### src/rtl/mem_ctrl_pkg.sv
// Shared types and widths for the I/O-to-memory command responder.
package mem_ctrl_pkg;

  localparam int DATA_W = 32;
  localparam int ADDR_W = 64;

  typedef enum logic [1:0] {
    CMD_NOP   = 2'b00,
    CMD_READ  = 2'b01,
    CMD_WRITE = 2'b10,
    CMD_CLEAR = 2'b11
  } cmd_e;

  typedef enum logic [1:0] {
    S_IDLE,
    S_BUSY,
    S_CLEAR,
    S_DONE
  } state_e;

endpackage

### src/rtl/mem_array.sv
// Word store: synchronous write, registered read, one port of each.
module mem_array
  import mem_ctrl_pkg::*;
#(
  parameter int DEPTH = 16,
  parameter int IDX_W = 4
) (
  input  logic              clk,
  input  logic              i_we,
  input  logic [IDX_W-1:0]  i_waddr,
  input  logic [DATA_W-1:0] i_wdata,
  input  logic [IDX_W-1:0]  i_raddr,
  output logic [DATA_W-1:0] o_rdata
);

  logic [DATA_W-1:0] r_mem [DEPTH];

  // NOTE: storage has no reset so it maps onto RAM; only an explicit CLEAR zeroes it.
  // NOTE: sequential state uses <= so every register samples pre-edge values.
  always_ff @(posedge clk) begin
    if (i_we) r_mem[i_waddr] <= i_wdata;
    o_rdata <= r_mem[i_raddr];
  end

endmodule

### src/rtl/memory_control.sv
// Responder FSM: accepts a handshaked command, runs it against mem_array, reports completion.
module memory_control
  import mem_ctrl_pkg::*;
#(
  parameter int DEPTH   = 16,
  parameter int LATENCY = 4
) (
  input  logic              clk,
  input  logic              rst,
  input  logic [1:0]        memCmd,
  input  logic [ADDR_W-1:0] memAddrOut,
  input  logic [DATA_W-1:0] ioDataOut,
  input  logic              ioCmdDoneOut,
  output logic              memCmdDoneIn,
  output logic [DATA_W-1:0] memDataIn
);

  localparam int IDX_W = $clog2(DEPTH);
  localparam int CNT_W = (LATENCY > 1) ? $clog2(LATENCY) : 1;

  state_e            r_state, w_next;
  cmd_e              r_cmd;
  logic [IDX_W-1:0]  r_idx, r_clr_idx;
  logic [DATA_W-1:0] r_wdata, r_data;
  logic [CNT_W-1:0]  r_cnt;

  logic [IDX_W-1:0]  w_in_idx, w_rd_idx, w_waddr;
  logic [DATA_W-1:0] w_wdata, w_rdata;
  logic              w_we, w_accept, w_busy_end, w_clr_end;
  logic              w_unused_addr;

  assign w_in_idx      = memAddrOut[IDX_W+1:2];
  assign w_unused_addr = ^{memAddrOut[ADDR_W-1:IDX_W+2], memAddrOut[1:0]};
  assign w_accept      = (r_state == S_IDLE) && ioCmdDoneOut && (cmd_e'(memCmd) != CMD_NOP);
  assign w_busy_end    = (r_state == S_BUSY) && (r_cnt == '0);
  assign w_clr_end     = (r_state == S_CLEAR) && (r_clr_idx == IDX_W'(DEPTH - 1));
  // Pre-address the store at acceptance so read data is settled before the countdown ends.
  assign w_rd_idx      = (r_state == S_IDLE) ? w_in_idx : r_idx;
  assign memDataIn     = r_data;

  always_ff @(posedge clk or posedge rst) begin
    if (rst) r_state <= S_IDLE;
    else     r_state <= w_next;
  end

  // NOTE: every signal written here gets a default first, so no latch is inferred.
  always_comb begin
    w_next       = r_state;
    memCmdDoneIn = 1'b1;
    w_we         = 1'b0;
    w_waddr      = r_idx;
    w_wdata      = r_wdata;
    case (r_state)
      S_IDLE: begin
        if (w_accept) w_next = (cmd_e'(memCmd) == CMD_CLEAR) ? S_CLEAR : S_BUSY;
      end
      S_BUSY: begin
        memCmdDoneIn = 1'b0;
        w_we         = w_busy_end && (r_cmd == CMD_WRITE);
        if (w_busy_end) w_next = S_DONE;
      end
      S_CLEAR: begin
        memCmdDoneIn = 1'b0;
        w_we         = 1'b1;
        w_waddr      = r_clr_idx;
        w_wdata      = '0;
        if (w_clr_end) w_next = S_DONE;
      end
      S_DONE: begin
        if (!ioCmdDoneOut) w_next = S_IDLE;
      end
      default: w_next = S_IDLE;
    endcase
  end

  always_ff @(posedge clk or posedge rst) begin
    if (rst) begin
      r_cmd     <= CMD_NOP;
      r_idx     <= '0;
      r_wdata   <= '0;
      r_cnt     <= '0;
      r_clr_idx <= '0;
      r_data    <= '0;
    end else begin
      if (w_accept) begin
        r_cmd     <= cmd_e'(memCmd);
        r_idx     <= w_in_idx;
        r_wdata   <= ioDataOut;
        r_cnt     <= CNT_W'(LATENCY - 1);
        r_clr_idx <= '0;
      end
      if ((r_state == S_BUSY) && (r_cnt != '0)) r_cnt <= r_cnt - 1'b1;
      if (r_state == S_CLEAR) r_clr_idx <= r_clr_idx + 1'b1;
      if (w_busy_end && (r_cmd == CMD_READ)) r_data <= w_rdata;
      if (w_clr_end) r_data <= '0;
    end
  end

  mem_array #(
    .DEPTH (DEPTH),
    .IDX_W (IDX_W)
  ) u_mem_array (
    .clk     (clk),
    .i_we    (w_we),
    .i_waddr (w_waddr),
    .i_wdata (w_wdata),
    .i_raddr (w_rd_idx),
    .o_rdata (w_rdata)
  );

endmodule
### config.mk
export PLATFORM = sky130hd
export DESIGN_NAME = memory_control
export DESIGN_NICKNAME = d
export VERILOG_FILES = /design/src/rtl/mem_ctrl_pkg.sv /design/src/rtl/mem_array.sv /design/src/rtl/memory_control.sv
export SDC_FILE = /design/constraint.sdc
export NUM_CORES = 1
export LEC_CHECK = 0
export CORE_MARGIN = 5
export CORE_UTILIZATION = 25
export CTS_CLUSTER_SIZE = 30
export DETAILED_ROUTE_END_ITERATION = 8
export HOLD_SLACK_MARGIN = 0.12
export SLEW_MARGIN = 25
export SYNTH_ARGS = -nofsm -noshare
export SYNTH_HDL_FRONTEND = slang
export SYNTH_SLANG_ARGS = --single-unit
### constraint.sdc
create_clock -name clk -period 7.48 [get_ports clk]
set_clock_uncertainty 0.1 [all_clocks]
set_input_delay 1.496 -clock clk [delete_from_list [all_inputs] [get_ports clk]]
set_output_delay 1.496 -clock clk [all_outputs]
set_load 0.005 [all_outputs]
# == Word level (Yosys, flattened, before mapping) ==
# Memory sizes are Yosys's and may differ from the RTL's. A register that Yosys moved wholly into a read port is not among the register bits.
# Index checks and enable logic that the tools add are counted.
# op_classes
n_addsub,2
eq_ne,11
muxes,19
reduce_logical,16
# op_table
operator,count
32-bit two-way mux,3
4-bit two-way mux,4
2-bit two-way mux,7
2-bit nonzero test,5
2-bit == test (second input constant),4
2-bit != test (second input constant),4
2-bit case mux with 4 select lines,1
1-bit logical AND,7
4-bit by 1-bit adder with 4-bit output (second input constant),1
2-bit by 1-bit == test with 1-bit output (second input constant),2
4-bit == test (second input constant),1
2-bit logical NOT,2
4-bit AND reduction,1
1-bit two-way mux,3
1-bit case mux with 2 select lines,1
2-bit OR reduction,1
2-bit by 1-bit subtractor with 2-bit output (second input constant),1
# totals
ff_bits,78
mem_bits_rw,512
inputBits,101
out_inout_bits,33
word_cells,56
n_memories,1
# memory_table
name,depth,word_bits,read_ports,rd_ports_with_merged_regs,wr,line_no,text
u_mem_array.r_mem,16,32,1,1,1,mem_array.sv:16,logic [DATA_W-1:0] r_mem [DEPTH];

# == Logic depth before layout (Yosys ltp) ==
# logic_depth
ltp_word,6
mapped_depth,8
ltp_nobuf,6

# == Modules after synthesis ==
# Synthesis repeated with hierarchy kept, for this count alone.
# hier_totals
hier_cells,1234
hier_area_um2,23383.7
# by_module_without_submodules
module,n_inst,cells_each,area_each_um2,seq_area_each_um2
mem_array,1,838,19854.0,16015.4
memory_control,1,396,3529.6,1951.9

# == Least setup slack after synthesis ==
# No wires, ideal clock.
# synth_path
path_type,register to register
startpoint,reg r_state[0]
endpoint,mem u_mem_array.r_mem[12][0] (enable)
setup_time_ns,0.421
t_arrival_ns,2.951
t_required_ns,6.959
path_slack_ns,4.007
path_stages_with_launch,9
n_path_buf,2
period_less_slack_ns,3.473
cell_sequence,dfrtp_1 inv_1 ha_1 clkbuf_1 inv_1 clkbuf_1 a21oi_1 o21ai_0 nor2_1
# synth_via
elab_chain_len,6
elab_cells_between_ends,8
classes_between,eq/ne (2); mux (4); reduce/logical (2)
# synth_lines
item,line_no,text
"start, declared",memory_control.sv:21,"state_e r_state, w_next;"
"start signal, assigned",memory_control.sv:43,else r_state <= w_next;
2-bit by 1-bit == test with 1-bit output,"memory_control.sv:35, memory_control.sv:53",
1-bit logical AND,memory_control.sv:35,assign w_busy_end = (r_state == S_BUSY) && (r_cnt == '0);
1-bit logical AND,memory_control.sv:59,w_we = w_busy_end && (r_cmd == CMD_WRITE);
1-bit case mux with 2 select lines,memory_control.sv:53,case (r_state)
1-bit two-way mux,mem_array.sv:21,if (i_we) r_mem[i_waddr] <= i_wdata;
1-bit two-way mux (implied by the code),mem_array.sv:21,
"end, declared",mem_array.sv:16,
# Parallel ways exist; a longest one is shown, timed or not.

# == Worst setup path in the final report ==
# layout_path
startpoint,in memAddrOut[3]
endpoint,"reg u_mem_array.o_rdata[10], read port of u_mem_array.r_mem"
# layout_via
elab_chain_len,1
# layout_lines
item,line_no,text
"start, declared",memory_control.sv:11,"input logic [ADDR_W-1:0] memAddrOut,"
4-bit two-way mux,memory_control.sv:38,assign w_rd_idx = (r_state == S_IDLE) ? w_in_idx : r_idx;
"end, declared",mem_array.sv:13,output logic [DATA_W-1:0] o_rdata
# No other way between the ends.
# A chain may end at the register's enable or synchronous reset.

==> metrics.txt <==
FMAX=~250 MHz; DP Wirelength=between 30,000 and 40,000 um; peak supply drop=0.297 mV; R2R depth=9; via count=12,760; clk_lat worst skew=0.59 ns; Synth cell types=33; Die Width=~320 um; FF-to-FF End=u_mem_array.o_rdata[10]; root buffer cell=clkbuf_16; TritonCTS clock tree=built; drt wl/cell=around 21 um; Worst Setup Path Type=in -> reg; Netlist Area Pre-Place=roughly 24,000 um2; status=complete, no violations; crit path from=memAddrOut[3]; wire length of the first global-routing pass=86,300 um; Post-Route WL=59,000 um; Slew Viols, Final=0; CTS sink cnt=622; Worst Setup End Kind=flip-flop; vias in the first global route=13,157; GR Overflow Total=0; I/O Buffers=73; post-synthesis sequential area ratio=76.2%; Worst EP arrival=4.28 ns; Initial Utilization=25.2%; layout cell share with drive strength beyond 1=10.8%; power per cell area=386 nW/um2; Mapped Cells=1,460; CTS Hold Bufs=0; Synth area leader=edfxtp_1; post_cts resized=0; Synth top area share=between 60% and 70%; top_reg_cell synth=edfxtp_1; # Post-CTS Setup Buffers=0; Residual DRC=0; Tmin final=3.93 ns; Critical Path Start Type=input port; period utilisation layout=a little over half; RSZ-0062 raised after global routing=no; H-tree Lvls=3; final hold vios=0; final setup vio count=0; I/O pin total=between 100 and 150; Commonest cells post-synth=edfxtp_1, mux2i_1, nand2_1; P_leak=about 10 nW; core area=93,500 um2; Worst Setup EP=u_mem_array.o_rdata[10]; chip height=317 um; final setup TNS=0 ns; nets=1,668; most frequent cell after synthesis=edfxtp_1; Num CTS Buffers=66; worst r2r src=r_state[0]; area grow syn2layout=19.4%; Crit Path Max Fanout=25; number of DRC markers in iteration 0=between 800 and 900; yosys warns=0; CTS clk-pin slew, worst paths=0.06 ns; antenna-violating nets left=0; overall routing resource usage=11.6%; R2R Setup Slk=3.68 ns; Total Die Area=101,000 um2; Syn Nets=~1,600; pre-CTS setup slack=2.61 ns; Post-synth EDFFs=512; Hold WC Path Type=reg -> reg; initial antenna violation count=0; via/cell ratio=4.45; asr flop ratio synth=between 10% and 20%; CP required=7.83 ns; slew at the pin closest to its max-slew limit=~1.0 ns; final worst slack=3.55 ns; Synth area leaders=edfxtp_1, mux2i_1, dfrtp_1, o22ai_1, nand2_1; largest net degree at the start of global routing=105; drt pass-1 iters=5; max_cap viols=0; Worst slew margin=30.3%; Final GP Congestion=0.717; Syn Area/Cell=16.1 um2; Clock Path Buffers=3; FF+latch count, synth=622; num rows=112
-- critical path, stage by stage --
cell and delay, ns:
clkdlybuf4s50_1 0.47, mux2i_4 0.37, buf_8 0.25, buf_4 0.33, buf_4 0.45, mux2i_1 0.26
o22ai_1 0.09, or4_1 0.53
-- kinds of logic after synthesis --
family	count (synthesis)	synth area share [%]
buffers and inverters	87	1.59
AOI/OAI and AO/OA	193	4.86
and+or+nand+nor	288	5.79
muxes	263	11.2
adders and majority gates	7	0.371
DFF	622	76.2
-- worst min path at each step --
stage / cells past startpoint / startpoint / slack, ns / end
floorplan: 2 / u_mem_array.o_rdata[0] / 0.31 / memDataIn[0]
global placement: 2 / u_mem_array.o_rdata[21] / 0.32 / memDataIn[21]
detailed placement: 2 / u_mem_array.o_rdata[28] / 0.33 / memDataIn[28]
CTS: 2 / u_mem_array.o_rdata[18] / 0.34 / memDataIn[18]
global route: 2 / u_mem_array.o_rdata[28] / 0.36 / memDataIn[28]
finish: 2 / u_mem_array.o_rdata[18] / 0.33 / memDataIn[18]
-- layer usage --
layer / wire [um] / track usage [%] / share of wire (%) / vias up
met1: 24600 / 14.7 / 42 / 6522
li1: - / - / - / 5809
met4: 1170 / 3.31 / 2.0 / 0
met3: 3290 / 2.01 / 5.6 / 85
met2: 30000 / 20.4 / 51 / 344
met5: 0 / 0 / 0 / -
-- metrics by stage --
| stage | area [um2] | total power, W | std cells | hold WS (ns) | utilization, % |
|---|---|---|---|---|---|
| global placement | 26000 | 0.00770 | 2744 | 0.322 | 27.8 |
| floorplan | 23600 | 0.00673 | 1460 | 0.312 | - |
| CTS | 28100 | 0.0110 | 2863 | 0.336 | 30.1 |
| global route | 28200 | 0.0114 | 2864 | 0.358 | 30.1 |
| finish | 28200 | 0.0109 | 2865 | 0.335 | 30.1 |
| detailed placement | 26000 | 0.00780 | 2745 | 0.328 | 27.8 |
-- flip-flops by register name (all words and copies together), names as in the netlist --
register / cells
r_cnt: 2
memDataIn: 32
r_cmd: 2
r_idx: 4
r_wdata: 32
r_clr_idx: 4
r_state: 2
u_mem_array.o_rdata: 32
u_mem_array.r_mem: 512
-- layout by cell type, fill, tap and decap left out, types with 8 or more instances in the layout --
| cell type | instances |
|---|---|
| edfxtp_1 | 512 |
| mux2i_1 | 258 |
| nand2_1 | 177 |
| o22ai_1 | 128 |
| dfrtp_1 | 78 |
| clkdlybuf4s50_1 | 73 |
| clkbuf_16 | 69 |
| a21oi_1 | 36 |
| buf_4 | 33 |
| or4_1 | 32 |
| dfxtp_1 | 32 |
| nor2b_1 | 27 |
| nor2_4 | 17 |
| clkinv_2 | 14 |
| clkbuf_1 | 12 |
| o21ai_0 | 11 |
| inv_1 | 8 |
| clkinv_1 | 8 |
-- final cells by class --
class / instances / area (um2)
antenna: 1 / 2.50
clock buffer: 88 / 1870
clock inverter: 30 / 230
fill: 9144 / 65300
inverter: 9 / 36.3
multi-input combinational: 751 / 5430
sequential: 622 / 18000
tap: 1254 / 1570
timing repair buffer: 110 / 1050
-- where the power goes --
group | switching [W] | leakage, nW | internal [W]
registers | 0.000197 | 5.95 | 0.00455
logic | 0.00187 | 3.42 | 0.00111
clock network | 0.00129 | 1.03 | 0.00186
total | 0.00335 | 10.4 | 0.00751
Power figures use the tool's default switching activity.
